<file path="src/rtl/port_uart_pkg.sv">
// Shared types and constants for the output-port UART transmitter.
package port_uart_pkg;

    typedef enum logic [1:0] {
        IDLE  = 2'd0,
        START = 2'd1,
        DATA  = 2'd2,
        STOP  = 2'd3
    } uart_state_e;

    localparam int FRAME_BITS = 10;
    localparam int DATA_BITS  = 8;

endpackage

</file>
<file path="src/rtl/port_fifo.sv">
// Synchronous FIFO with true occupancy count and a sticky overflow flag.
// A write while full is still accepted if a pop happens on the same edge.
module port_fifo #(
    parameter int WIDTH = 8,
    parameter int DEPTH = 8,
    parameter int LVL_W = 4
) (
    input  logic             clk,
    input  logic             rst,
    input  logic             wr_en,
    input  logic [WIDTH-1:0] wr_data,
    input  logic             rd_en,
    input  logic             ovf_clr,
    output logic [WIDTH-1:0] rd_data,
    output logic             full,
    output logic             empty,
    output logic [LVL_W-1:0] level,
    output logic             overflow
);

    localparam int PTR_W = $clog2(DEPTH);

    logic [WIDTH-1:0] mem_q [DEPTH];
    logic [PTR_W-1:0] wr_ptr_q, wr_ptr_d;
    logic [PTR_W-1:0] rd_ptr_q, rd_ptr_d;
    logic [LVL_W-1:0] level_q, level_d;
    logic             ovf_q, ovf_d;
    logic             push;

    assign full     = (level_q == LVL_W'(DEPTH));
    assign empty    = (level_q == '0);
    assign level    = level_q;
    assign overflow = ovf_q;
    assign rd_data  = mem_q[rd_ptr_q];

    // Next pointers, occupancy and overflow; pop frees the slot the write needs.
    always_comb begin
        wr_ptr_d = wr_ptr_q;
        rd_ptr_d = rd_ptr_q;
        level_d  = level_q;
        ovf_d    = ovf_q;
        push     = wr_en && (!full || rd_en);
        if (push) begin
            wr_ptr_d = wr_ptr_q + 1'b1;
        end
        if (rd_en) begin
            rd_ptr_d = rd_ptr_q + 1'b1;
        end
        case ({push, rd_en})
            2'b10:   level_d = level_q + 1'b1;
            2'b01:   level_d = level_q - 1'b1;
            default: level_d = level_q;
        endcase
        if (ovf_clr) begin
            ovf_d = 1'b0;
        end
        if (wr_en && full && !rd_en) begin
            ovf_d = 1'b1;
        end
    end

    // Pointer, level and flag registers.
    always_ff @(posedge clk) begin
        if (rst) begin
            wr_ptr_q <= '0;
            rd_ptr_q <= '0;
            level_q  <= '0;
            ovf_q    <= 1'b0;
        end else begin
            wr_ptr_q <= wr_ptr_d;
            rd_ptr_q <= rd_ptr_d;
            level_q  <= level_d;
            ovf_q    <= ovf_d;
        end
    end

    // Storage array; contents need no reset since level gates every read.
    always_ff @(posedge clk) begin
        if (push) begin
            mem_q[wr_ptr_q] <= wr_data;
        end
    end

endmodule

</file>
<file path="src/rtl/port_uart_tx.sv">
// Buffers bytes written to the CPU output port and sends them as 8N1 UART.
// tx is registered from the current state, so it lags the state by one cycle.
module port_uart_tx
    import port_uart_pkg::*;
#(
    parameter int CLKS_PER_BIT = 16,
    parameter int FIFO_DEPTH   = 8,
    parameter int LVL_W        = 4
) (
    input  logic             clk,
    input  logic             rst,
    input  logic [7:0]       portData,
    input  logic             portWen,
    input  logic             ovfClr,
    output logic             tx,
    output logic             busy,
    output logic             empty,
    output logic             full,
    output logic [LVL_W-1:0] level,
    output logic             overflow
);

    localparam int BAUD_W = (CLKS_PER_BIT > 2) ? $clog2(CLKS_PER_BIT) : 1;
    localparam logic [BAUD_W-1:0] BAUD_LAST = BAUD_W'(CLKS_PER_BIT - 1);
    localparam logic [2:0]        BIT_LAST  = 3'(DATA_BITS - 1);

    uart_state_e          state_q, state_d;
    logic [BAUD_W-1:0]    baud_q, baud_d;
    logic [2:0]           bit_q, bit_d;
    logic [DATA_BITS-1:0] shreg_q, shreg_d;
    logic                 tx_q, tx_d;
    logic                 pop;
    logic                 baud_tick;
    logic [7:0]           fifo_head;

    port_fifo #(
        .WIDTH (8),
        .DEPTH (FIFO_DEPTH),
        .LVL_W (LVL_W)
    ) u_fifo (
        .clk      (clk),
        .rst      (rst),
        .wr_en    (portWen),
        .wr_data  (portData),
        .rd_en    (pop),
        .ovf_clr  (ovfClr),
        .rd_data  (fifo_head),
        .full     (full),
        .empty    (empty),
        .level    (level),
        .overflow (overflow)
    );

    assign tx        = tx_q;
    assign busy      = (state_q != IDLE);
    assign baud_tick = (baud_q == BAUD_LAST);

    // Frame sequencing: pop, start bit, eight data bits LSB first, stop bit.
    always_comb begin
        state_d = state_q;
        baud_d  = baud_q;
        bit_d   = bit_q;
        shreg_d = shreg_q;
        pop     = 1'b0;
        tx_d    = 1'b1;
        case (state_q)
            IDLE: begin
                tx_d   = 1'b1;
                baud_d = '0;
                if (!empty) begin
                    pop     = 1'b1;
                    shreg_d = fifo_head;
                    state_d = START;
                end
            end
            START: begin
                tx_d = 1'b0;
                if (baud_tick) begin
                    baud_d  = '0;
                    bit_d   = '0;
                    state_d = DATA;
                end else begin
                    baud_d = baud_q + 1'b1;
                end
            end
            DATA: begin
                tx_d = shreg_q[0];
                if (baud_tick) begin
                    baud_d  = '0;
                    shreg_d = {1'b0, shreg_q[DATA_BITS-1:1]};
                    bit_d   = bit_q + 1'b1;
                    if (bit_q == BIT_LAST) begin
                        state_d = STOP;
                    end
                end else begin
                    baud_d = baud_q + 1'b1;
                end
            end
            STOP: begin
                tx_d = 1'b1;
                if (baud_tick) begin
                    baud_d = '0;
                    if (!empty) begin
                        pop     = 1'b1;
                        shreg_d = fifo_head;
                        state_d = START;
                    end else begin
                        state_d = IDLE;
                    end
                end else begin
                    baud_d = baud_q + 1'b1;
                end
            end
            default: begin
                state_d = IDLE;
            end
        endcase
    end

    // State, counters, shifter and the registered line driver.
    always_ff @(posedge clk) begin
        if (rst) begin
            state_q <= IDLE;
            baud_q  <= '0;
            bit_q   <= '0;
            shreg_q <= '0;
            tx_q    <= 1'b1;
        end else begin
            state_q <= state_d;
            baud_q  <= baud_d;
            bit_q   <= bit_d;
            shreg_q <= shreg_d;
            tx_q    <= tx_d;
        end
    end

endmodule

</file>
<file path="config.mk">
export PLATFORM = sky130hd
export DESIGN_NAME = port_uart_tx
export DESIGN_NICKNAME = d
export VERILOG_FILES = /design/src/rtl/port_uart_pkg.sv /design/src/rtl/port_fifo.sv /design/src/rtl/port_uart_tx.sv
export SDC_FILE = /design/constraint.sdc
export NUM_CORES = 1
export LEC_CHECK = 0
export ABC_AREA = 1
export BUFFER_PORTS_ARGS = -buffer_cell sky130_fd_sc_hd__buf_2
export CORE_AREA = 2 2 105 77
export CTS_CLUSTER_DIAMETER = 40
export CTS_CLUSTER_SIZE = 20
export DETAILED_ROUTE_END_ITERATION = 8
export DIE_AREA = 0 0 107 79
export GPL_TIMING_DRIVEN = 0
export PLACE_DENSITY = 0.87
export SLEW_MARGIN = 10
export SYNTH_ARGS = -nofsm -noshare
export SYNTH_HDL_FRONTEND = slang
export SYNTH_SLANG_ARGS = --single-unit
</file>
<file path="constraint.sdc">
create_clock -name clk -period 3.7 [get_ports clk]
set_clock_uncertainty 0.1 [all_clocks]
set_input_delay 0.74 -clock clk [delete_from_list [all_inputs] [get_ports clk]]
set_output_delay 0.74 -clock clk [all_outputs]
set_load 0.005 [all_outputs]
</file>
* Word level (Yosys, flattened, before mapping)
Memories as Yosys holds them, arrays and structs flattened. A register that Yosys moved wholly into a read port is not among the register bits.
Index checks and enable logic that the tools add are counted.
** Operators by class
- Add/sub/neg operators :: 6
- Equal/unequal tests :: 13
- Muxes and demuxes :: 27
- Reductions and logical operators :: 18
** Operator list (number)
- 2-to-1 mux 8 bit :: 3
- case mux 8 bit (3 select lines) :: 1
- case mux 4 bit (2 select lines) :: 2
- 2-to-1 mux 3 bit :: 4
- 2-to-1 mux 2 bit :: 5
- inequality test 2 bit (second input constant) :: 5
- adder 3 x 1 -> 3 bit (second input constant) :: 3
- adder 4 x 1 -> 4 bit (second input constant) :: 2
- == test 4 bit (second input constant) :: 2
- case mux 2 bit (4 select lines) :: 1
- nonzero test 2 bit :: 4
- 2-to-1 mux 1 bit :: 7
- == test 2 bit (second input constant) :: 3
- case mux 3 bit (2 select lines) :: 1
- AND reduction 3 bit :: 2
- AND reduction 5 bit :: 1
- == test 2 x 1 -> 1 bit (second input constant) :: 2
- logical NOT 4 bit :: 1
- 2-to-1 mux 4 bit :: 1
- subtractor 4 x 1 -> 4 bit (second input constant) :: 1
- == test 3 bit (second input constant) :: 1
- logical AND 1 bit :: 3
- case mux 1 bit (3 select lines) :: 1
- nonzero test 3 bit :: 1
- other kinds (6) :: 7
** Word-level totals
- Register bits after elaboration :: 29
- RAM bits :: 64
- Input port bits :: 12
- Output and inout bits :: 9
- Word-level logic and storage cells :: 74
- Memories kept :: 1
** Memories
- u_fifo.mem_q :: depth 8, bits a word 8, read ports 1, clocked after memory_dff 1, write ports 1, line port_fifo.sv:23 : logic [WIDTH-1:0] mem_q [DEPTH];

* Longest topological paths before layout
Gate-level depths: netlist of run 1.
- Word-level depth :: 8
- Mapped depth :: 14

* Cells and area by module
From an unflattened synthesis of run 1, not the netlist that was laid out.
** Unflattened totals
- Cell total of the unflattened synthesis :: 444
- Area, all modules :: 4311.6 sq um
** By module, submodules not included
- port_fifo :: times used 1, cells each 299, area each 3249.4 sq um
- port_uart_tx :: times used 1, cells each 145, area each 1062.3 sq um

* Least setup slack after synthesis of run 1
OpenSTA, ideal clock, no wires.
- Path type :: register to register
- Start :: register state_q[0]
- End :: register u_fifo.level_q[2] (netlist: u_fifo.level[2])
- Setup time :: 0.120 ns
- Arrival time :: 2.091 ns
- Required time :: 3.480 ns
- Path slack :: 1.389 ns
- Stages on the path, launching flop included :: 13
- Period minus slack after synthesis :: 2.311 ns
- Cell sequence :: dfxtp_1 -> inv_1 -> ha_1 -> a21oi_2 -> nand2_2 -> nand2_2 -> nand2_2 -> ha_1 -> xor2_1 -> ha_1 -> a21oi_1 -> xor2_1 -> a21oi_1
** On the way
- Cells in the longest elaborated chain, start to end :: 6
- Elaborated cells between the ends (all ways) :: 9
** RTL lines
- from (decl) :: line port_uart_tx.sv:27 : uart_state_e state_q, state_d;
- from (signal assigned) :: line port_uart_tx.sv:129 : state_q <= state_d;
- == test 2 bit / logical NOT 2 bit (equally long branches) :: line port_uart_tx.sv:66 : case (state_q)
- case mux 1 bit (2 select lines) (*) :: line port_uart_tx.sv:66
- logical OR 1 bit :: line port_fifo.sv:42 : push = wr_en && (!full || rd_en);
- logical AND 1 bit :: line port_fifo.sv:42
- == test 2 x 1 -> 1 bit / == test 2 bit (equally long branches) :: line port_fifo.sv:49 : case ({push, rd_en})
- case mux 4 bit (2 select lines) / nonzero test 2 bit (equally long branches)
- to (signal assigned) :: line port_fifo.sv:72 : level_q <= level_d;
- to (decl) :: line port_fifo.sv:26 : logic [LVL_W-1:0] level_q, level_d;
Mark *: on every way between the ends. The rest lies on a longest branch, timed or not.
A chain may end at the register's enable or synchronous reset.

* Final worst setup path of run 1
- Start :: register state_q[0]
- End :: memory u_fifo.mem_q[6][1] (enable)
** On the way
- Cells in the longest elaborated chain, start to end :: 6
- Elaborated cells between the ends (all ways) :: 7
** RTL lines
- == test 2 bit / logical NOT 2 bit (equally long branches) :: line port_uart_tx.sv:66
- case mux 1 bit (2 select lines) (*) :: line port_uart_tx.sv:66
- logical OR 1 bit (*) :: line port_fifo.sv:42
- logical AND 1 bit (*) :: line port_fifo.sv:42
- 2-to-1 mux 1 bit (*) :: line port_fifo.sv:79 : if (push) begin
- 2-to-1 mux 1 bit (not written as such) (*) :: line port_fifo.sv:80 : mem_q[wr_ptr_q] <= wr_data;
- to (decl) :: line port_fifo.sv:23
Marks and branches as above.

==> results of run 1 <==
-- cells in the final DEF (no fill, tap or decap), drive strengths merged, types with 4 or more instances in the layout --
master / count
nor2: 90
nand2: 85
edfxtp: 64
inv: 51
nand3: 33
dfxtp: 32
o21ai: 30
buf: 28
a21oi: 22
ha: 14
clkbuf: 14
nand4: 10
xor2: 4
clkinv: 4
-- flip-flops by register name (all words and copies together) (netlist names), named ones only --
name	cells
bit_q	3
tx	1
u_fifo.level	4
u_fifo.overflow	1
state_q	2
u_fifo.wr_ptr_q	3
u_fifo.mem_q	64
u_fifo.rd_ptr_q	3
baud_q	4
shreg_q	8
-- per-stage QoR --
| stage | hold WS (ps) | util [%] | std cells | worst slack, ps |
|---|---|---|---|---|
| floorplan | 318 | - | 456 | 1390 |
| global placement | 331 | 60.3 | 576 | 1110 |
| detailed placement | 345 | 60.3 | 576 | 1000 |
| CTS | 360 | 62.6 | 592 | 968 |
| global route | 380 | 62.6 | 592 | 841 |
| finish | 353 | 62.6 | 592 | 997 |
-- final cells by class --
| cell class | instances | area share (%) |
|---|---|---|
| multi-input combinational | 297 | 31.5 |
| timing repair buffer | 19 | 2.01 |
| buffer | 13 | 1.67 |
| tap | 101 | 2.68 |
| inverter | 50 | 4.06 |
| clock inverter | 6 | 1.03 |
| clock buffer | 10 | 2.70 |
| sequential | 96 | 54.3 |
-- kinds of logic (layout without fill, tap and decap cells) --
family          count (synthesis)  count (layout)  synth area share (%)
buf+inv                        63              98                  6.25
fa+ha+maj                      14              14                  4.05
simple gates                  224             224                  22.8
compound gates                 54              54                  6.54
xor+xnor                        5               5                  1.01
flops                          96              96                  59.3
-- layer usage --
metal	share of wire [%]	global-route usage (%)	up-vias
li1	-	-	1565
met2	46	36.0	136
met4	1.7	8.57	0
met5	0	0	-
met3	8.6	5.42	16
met1	43	30.6	1451
-- worst max path at each step --
stage | cells after the start | end | start | slack, ps
2_1_floorplan | 12 | u_fifo.level[2]$_SDFFE_PP0P_ | state_q[0]$_SDFFE_PP0P_ | 1390
3_3_place_gp | 9 | u_fifo.mem_q[4][1]$_DFFE_PP_ | state_q[0]$_SDFFE_PP0P_ | 1110
3_5_place_dp | 9 | u_fifo.mem_q[4][1]$_DFFE_PP_ | state_q[0]$_SDFFE_PP0P_ | 1000
4_1_cts | 9 | u_fifo.mem_q[4][1]$_DFFE_PP_ | state_q[0]$_SDFFE_PP0P_ | 970
5_1_grt | 9 | u_fifo.mem_q[6][1]$_DFFE_PP_ | state_q[0]$_SDFFE_PP0P_ | 840
6_report | 9 | u_fifo.mem_q[6][1]$_DFFE_PP_ | state_q[0]$_SDFFE_PP0P_ | 1000
-- where the power goes --
part	leakage, nW	total, mW	internal, mW	switching [mW]
clock	0.0882	0.633	0.254	0.379
sequential	0.843	1.37	1.28	0.0913
combinational	1.01	1.19	0.398	0.795
==> flow_summary_export.csv, run 1 <==
group,metric,value,unit
critical_path,critPathMaxFanout,8,
pwr,ir_drop,393,uV
placed_design,dpl_cell_area,4540,sq um
layout,multi_input_area,1490,sq um
pwr,power.density,677,nW/um^2
hold_path,hold_class,"reg -> reg",
timing,post-route-min-period,2700,ps
run,maxCapViolations,0,
critical_path,crit_buf_inv,2,
synth,yosys-top-cells-count,"nor2_1, nand2_1, edfxtp_1",
synth,avgSynthCellArea,9.48,sq um
synth,ys_types,33,
synth,ys_ff_latch,96,
critical_path,worst_path_max_delay_cell,"nor2_1",
clock_tree,cts_inserted_buffers,9,
synth,synth_edf_count,64,
layout,syn_to_final_growth,9.21,%
layout,register_area,2560,sq um
critical_path,r2r_slack,1000,ps
floorplanning,pin_count,21,
detailed_routing,routed_wl,8780,microns
clock_tree,clock_path_buffers,2,
timing,maxSlewHeadroom,39.1,%
placed_design,hpwlAfterDp,5980,microns
synth,yosys.area.top_type,"edfxtp_1",
grt,antenna_found_initial,0,
pwr,total_leakage_power,1.94,nW
placed_design,gp_congestion,0.852,
critical_path,r2r_cells,9,
critical_path,worstPathCellList,"inv_1, ha_1, a21oi_2, nand2_2, nand2_2, nand2_2, inv_2, nand2_2, nor2_1",
critical_path,critPathArrivalTime,2600,ps
status,outcome,"completed",
critical_path,critPathKind,"reg -> reg",
detailed_routing,via_per_inst,5.35,
grt,grt_overflow_total,0,
clock_tree,post_cts_resized,0,
clock_tree,hold_buffers,0,
synth,syn_area,4320,sq um
floorplanning,die_width,107,microns
timing,fmaxAchievable,370,MHz
floorplanning,rows,27,
critical_path,slowest_delay,690,ps
timing,finalSetupViolCount,0,
layout,drive_gt1_share,12.8,%
clock_tree,cts.sinks,96,
clock_tree,clock_latency,380,ps
synth,synth_ff_type,"edfxtp_1",
layout,fin_area,4720,sq um
detailed_routing,vias,3168,
hold_path,hold_path_depth,1,
layout,antenna_cells,0,
grt,track_usage,22.7,%
critical_path,timing.rr.start,"state_q[0]$_SDFFE_PP0P_",
hold_path,hp-start,"baud_q[0]$_SDFF_PP0_",
detailed_routing,dr.pass1.iters,5,
critical_path,cpLargestDelayFamily,"simple AND/OR/NAND/NOR gates",
detailed_routing,drt.antenna.violating_nets,0,
timing,finalHoldViolCount,0,
clock_tree,clk_pin_slew,90,ps
timing,slew_violations,0,
detailed_routing,drt_iter0_markers,357,
grt,grt_pass1_wl,14500,microns
clock_tree,cts_max_level,3,
hold_path,hold_path_end,"baud_q[0]$_SDFF_PP0_",
grt,grt_pass1_vias,3023,
placed_design,portBuffers,19,
detailed_routing,drc,0,
pwr,p_total,3.20,mW
timing,tightestPinTransition,910,ps
synth,post-synth-top-count-cell,"nor2_1",
synth,ys_seq_area_share,59.3,%
critical_path,r2r-end,"u_fifo.mem_q[6][1]$_DFFE_PP_",
clock_tree,cts_tree,"built",
critical_path,start_kind,"register",
layout,fill_cells,580,
timing,setup_tns,0,ps
synth,syn_inst,456,
floorplanning,coreArea,7530,sq um
synth,synth_top_area_share,44.5,%
synth,syn_nets,482,
synth,synth_area_leaders,"edfxtp_1, dfxtp_1, nor2_1",
critical_path,critPathRequiredTime,3590,ps
timing,fin_crit_sh,73.1,%
clock_tree,post_cts_buffers,0,
detailed_routing,routedWlPerCell,14.8,microns
clock_tree,cts_root_buf,"clkbuf_8",
synth,ys.warnings.count,0,
critical_path,path_common_cell,"nand2_2",
critical_path,cp-end-kind,"register",
synth,async_reset_ff_share,0,%
grt,grt_max_degree,18,
floorplanning,die_area,8450,sq um
layout,layout.nets,512,
floorplanning,dieHeight,79,microns
timing,rsz0062_at_grt,"no",
floorplanning,start_util,57.4,%
Power figures use the tool's default switching activity.
==> run 2: changes to the inputs <==
ABC_AREA = 0   (was 1)
CORE_AREA = 2 2 102 75   (was 2 2 105 77)
DIE_AREA = 0 0 104 77   (was 0 0 107 79)
PLACE_DENSITY = 0.88   (was 0.87)
clock period = 2.5 ns   (was 3.7 ns; I/O delays follow)
==> flow_summary_export.csv, run 2 <==
group,metric,value,unit
clock_tree,cts_inserted_buffers,9,
synth,synth_area_leaders,"edfxtp_1, dfxtp_1, mux4_2",
floorplanning,start_util,58.1,%
placed_design,hpwlAfterDp,5270,microns
clock_tree,clock_latency,360,ps
floorplanning,coreArea,7030,sq um
synth,avgSynthCellArea,15.1,sq um
layout,final_cell_mix,"edfxtp_1, dfxtp_1, buf_2",
critical_path,slowest_delay,400,ps
clock_tree,cts.sinks,96,
timing,setup_slack,31.3,ps
pwr,ir_drop,591,uV
detailed_routing,m1WireLength,3570,microns
layout,top_regs,"u_fifo.mem_q (64), shreg_q (8)",
clock_tree,hold_buffers,0,
pwr,total_leakage_power,1.62,nW
timing,finalHoldViolCount,0,
layout,fill_cells,472,
critical_path,worstPathCellList,"ha_4, a41oi_4, buf_6, nor3_4, ha_4, xor2_1, ha_2, a21oi_2, xor2_1, or3_1, a21oi_2",
synth,async_reset_ff_share,0,%
pwr,p_total,4.43,mW
synth,ys.warnings.count,0,
placed_design,portBuffers,20,
detailed_routing,routedWlPerCell,20.2,microns
layout,final_common_cell,"edfxtp_1",
timing,slew_violations,0,
grt,grt_overflow_total,0,
clock_tree,cts_tree,"built",
pwr,power.density,922,nW/um^2
critical_path,cp-end-kind,"register",
timing,finalSetupViolCount,0,
critical_path,critPathRequiredTime,2700,ps
grt,track_usage,20.6,%
grt,grt_pass1_wl,12500,microns
detailed_routing,via_per_inst,5.93,
hold_path,hold_class,"in -> reg",
critical_path,crit_buf_inv,1,
clock_tree,clk_pin_slew,90,ps
critical_path,worst_path_max_delay_cell,"dfxtp_4",
timing,fin_hold_ws,309,ps
critical_path,critPathKind,"reg -> reg",
critical_path,start_kind,"register",
detailed_routing,drt.antenna.violating_nets,0,
detailed_routing,routed_wl,8450,microns
critical_path,critPathArrivalTime,2670,ps
synth,post-synth-top-count-cell,"edfxtp_1",
timing,post-route-min-period,2470,ps
status,outcome,"completed",
synth,syn_inst,270,
run,maxCapViolations,0,
floorplanning,die_area,8010,sq um
clock_tree,cts_root_buf,"clkbuf_8",
floorplanning,rows,26,
synth,ys_seq_area_share,62.7,%
layout,fin_area,4800,sq um
timing,tightestPinTransition,905,ps
critical_path,critPathMaxFanout,3,
synth,syn_nets,296,
grt,grt_max_degree,17,
synth,yosys.area.top_type,"edfxtp_1",
detailed_routing,dr.pass1.iters,4,
grt,grt_pass1_vias,2416,
critical_path,cpLargestDelayFamily,"adder cells",
synth,synth_edf_count,64,
layout,largest_reg_flops,64,
synth,ys_types,43,
synth,yosys-top-cells-count,"edfxtp_1, dfxtp_1, nor2_1",
synth,synth_ff_type,"edfxtp_1",
synth,syn_area,4090,sq um
layout,antenna_cells,0,
placed_design,dp_slack,-555,ps
detailed_routing,met2_length,4240,microns
timing,rsz0062_at_grt,"yes",
floorplanning,die_width,104,microns
detailed_routing,wl_met3,484,microns
grt,antenna_found_initial,0,
detailed_routing,drc,0,
synth,synth_top_area_share,47.0,%
detailed_routing,drt_iter0_markers,166,
timing,fin_crit_sh,98.7,%
placed_design,dpl_cell_area,4360,sq um
synth,ys_ff_latch,96,
detailed_routing,top_layer_used,"met4",
placed_design,gp_congestion,0.833,
detailed_routing,vias,2486,
floorplanning,pin_count,21,
layout,drive_gt1_share,34.3,%
floorplanning,dieHeight,77,microns
timing,maxSlewHeadroom,39.4,%
clock_tree,clock_path_buffers,2,
clock_tree,cts_max_level,3,
layout,largest_register,"u_fifo.mem_q",
timing,setup_tns,0,ps
timing,fmaxAchievable,405,MHz
layout,layout.nets,342,
layout,syn_to_final_growth,17.5,%
## run 2: changes by cell type after synthesis, moves of 5 or more
cell      previous run  this run
o21ai_0             26         8
o221ai_2             0         7
inv_1               44         6
nand3b_1             2        15
mux2i_1              0        11
nand3_1             30         5
nand4_1             10         0
nand2_1             80         6
mux4_2               0        16
a21oi_1             20         7
nor2_1              87        20
clkbuf_1             3         8
## run 2: cell families (layout without fill, tap and decap cells)
group / Yosys count / in the layout / synth area share, %
AOI/OAI and AO/OA: 32 / 32 / 6.98
xor gates and xnor gates: 7 / 7 / 1.50
DFF: 96 / 96 / 62.7
and+or+nand+nor: 73 / 73 / 10.4
adders and majority gates: 14 / 14 / 4.29
buffers and inverters: 20 / 71 / 2.36
muxes: 28 / 28 / 11.8
## run 2: report_power, final
| group | internal [mW] | switching, mW |
|---|---|---|
| Clock | 0.361 | 0.532 |
| Sequential | 1.84 | 0.122 |
| Combinational | 0.758 | 0.810 |
## run 2: cell type report
cell class,count,area (sq um),share of cell area (%)
tap,98,123,2.55
inverter,6,27.5,0.573
clock buffer,9,124,2.58
clock inverter,7,47.5,0.990
timing repair buffer,37,231,4.82
multi-input combinational,154,1620,33.7
buffer,12,58.8,1.22
sequential,96,2570,53.6
## run 2: metal layers
| layer | up-vias | GRT usage (%) |
|---|---|---|
| met1 | 1252 | 27.4 |
| met4 | 0 | 6.08 |
| met2 | 85 | 33.2 |
| met5 | - | 0 |
| met3 | 11 | 6.29 |
| li1 | 1138 | - |
## run 2: worst reg2reg max path, delay by kind of cell, from the launching register on
family	cells	cell delay (ps)
xor gates and xnor gates	2	310
buffers and inverters	1	180
and+or+nand+nor	2	540
adders and majority gates	3	550
DFF	1	400
AOI/OAI and AO/OA	3	320
## run 2: path summary, 6_finish.rpt
| check | from | end | slack [ps] | depth (start not counted) |
|---|---|---|---|---|
| worst max register to register | state_q[0]$_SDFFE_PP0P_ | u_fifo.level[2]$_SDFFE_PP0P_ | 30 | 11 |
| worst max-delay path | state_q[0]$_SDFFE_PP0P_ | u_fifo.level[2]$_SDFFE_PP0P_ | 30 | 11 |
| worst min-delay path | portData[6] | u_fifo.mem_q[7][6]$_DFFE_PP_ | 310 | 1 |
| worst min register to register | baud_q[0]$_SDFF_PP0_ | baud_q[0]$_SDFF_PP0_ | 360 | 1 |
## run 2: repair_timing
item | 4_1_cts | 5_1_grt
buffers inserted | 4 | 12
pin swaps | 2 | 7
gates cloned | 0 | 0
resized for setup | 21 | 14
setup endpoints to repair | 58 | 10
## run 2: stage by stage
step	std cells	util (%)
6_report	419	68.3
2_1_floorplan	270	-
3_5_place_dp	389	62.0
4_1_cts	408	66.3
3_3_place_gp	388	61.6
5_1_grt	419	68.3
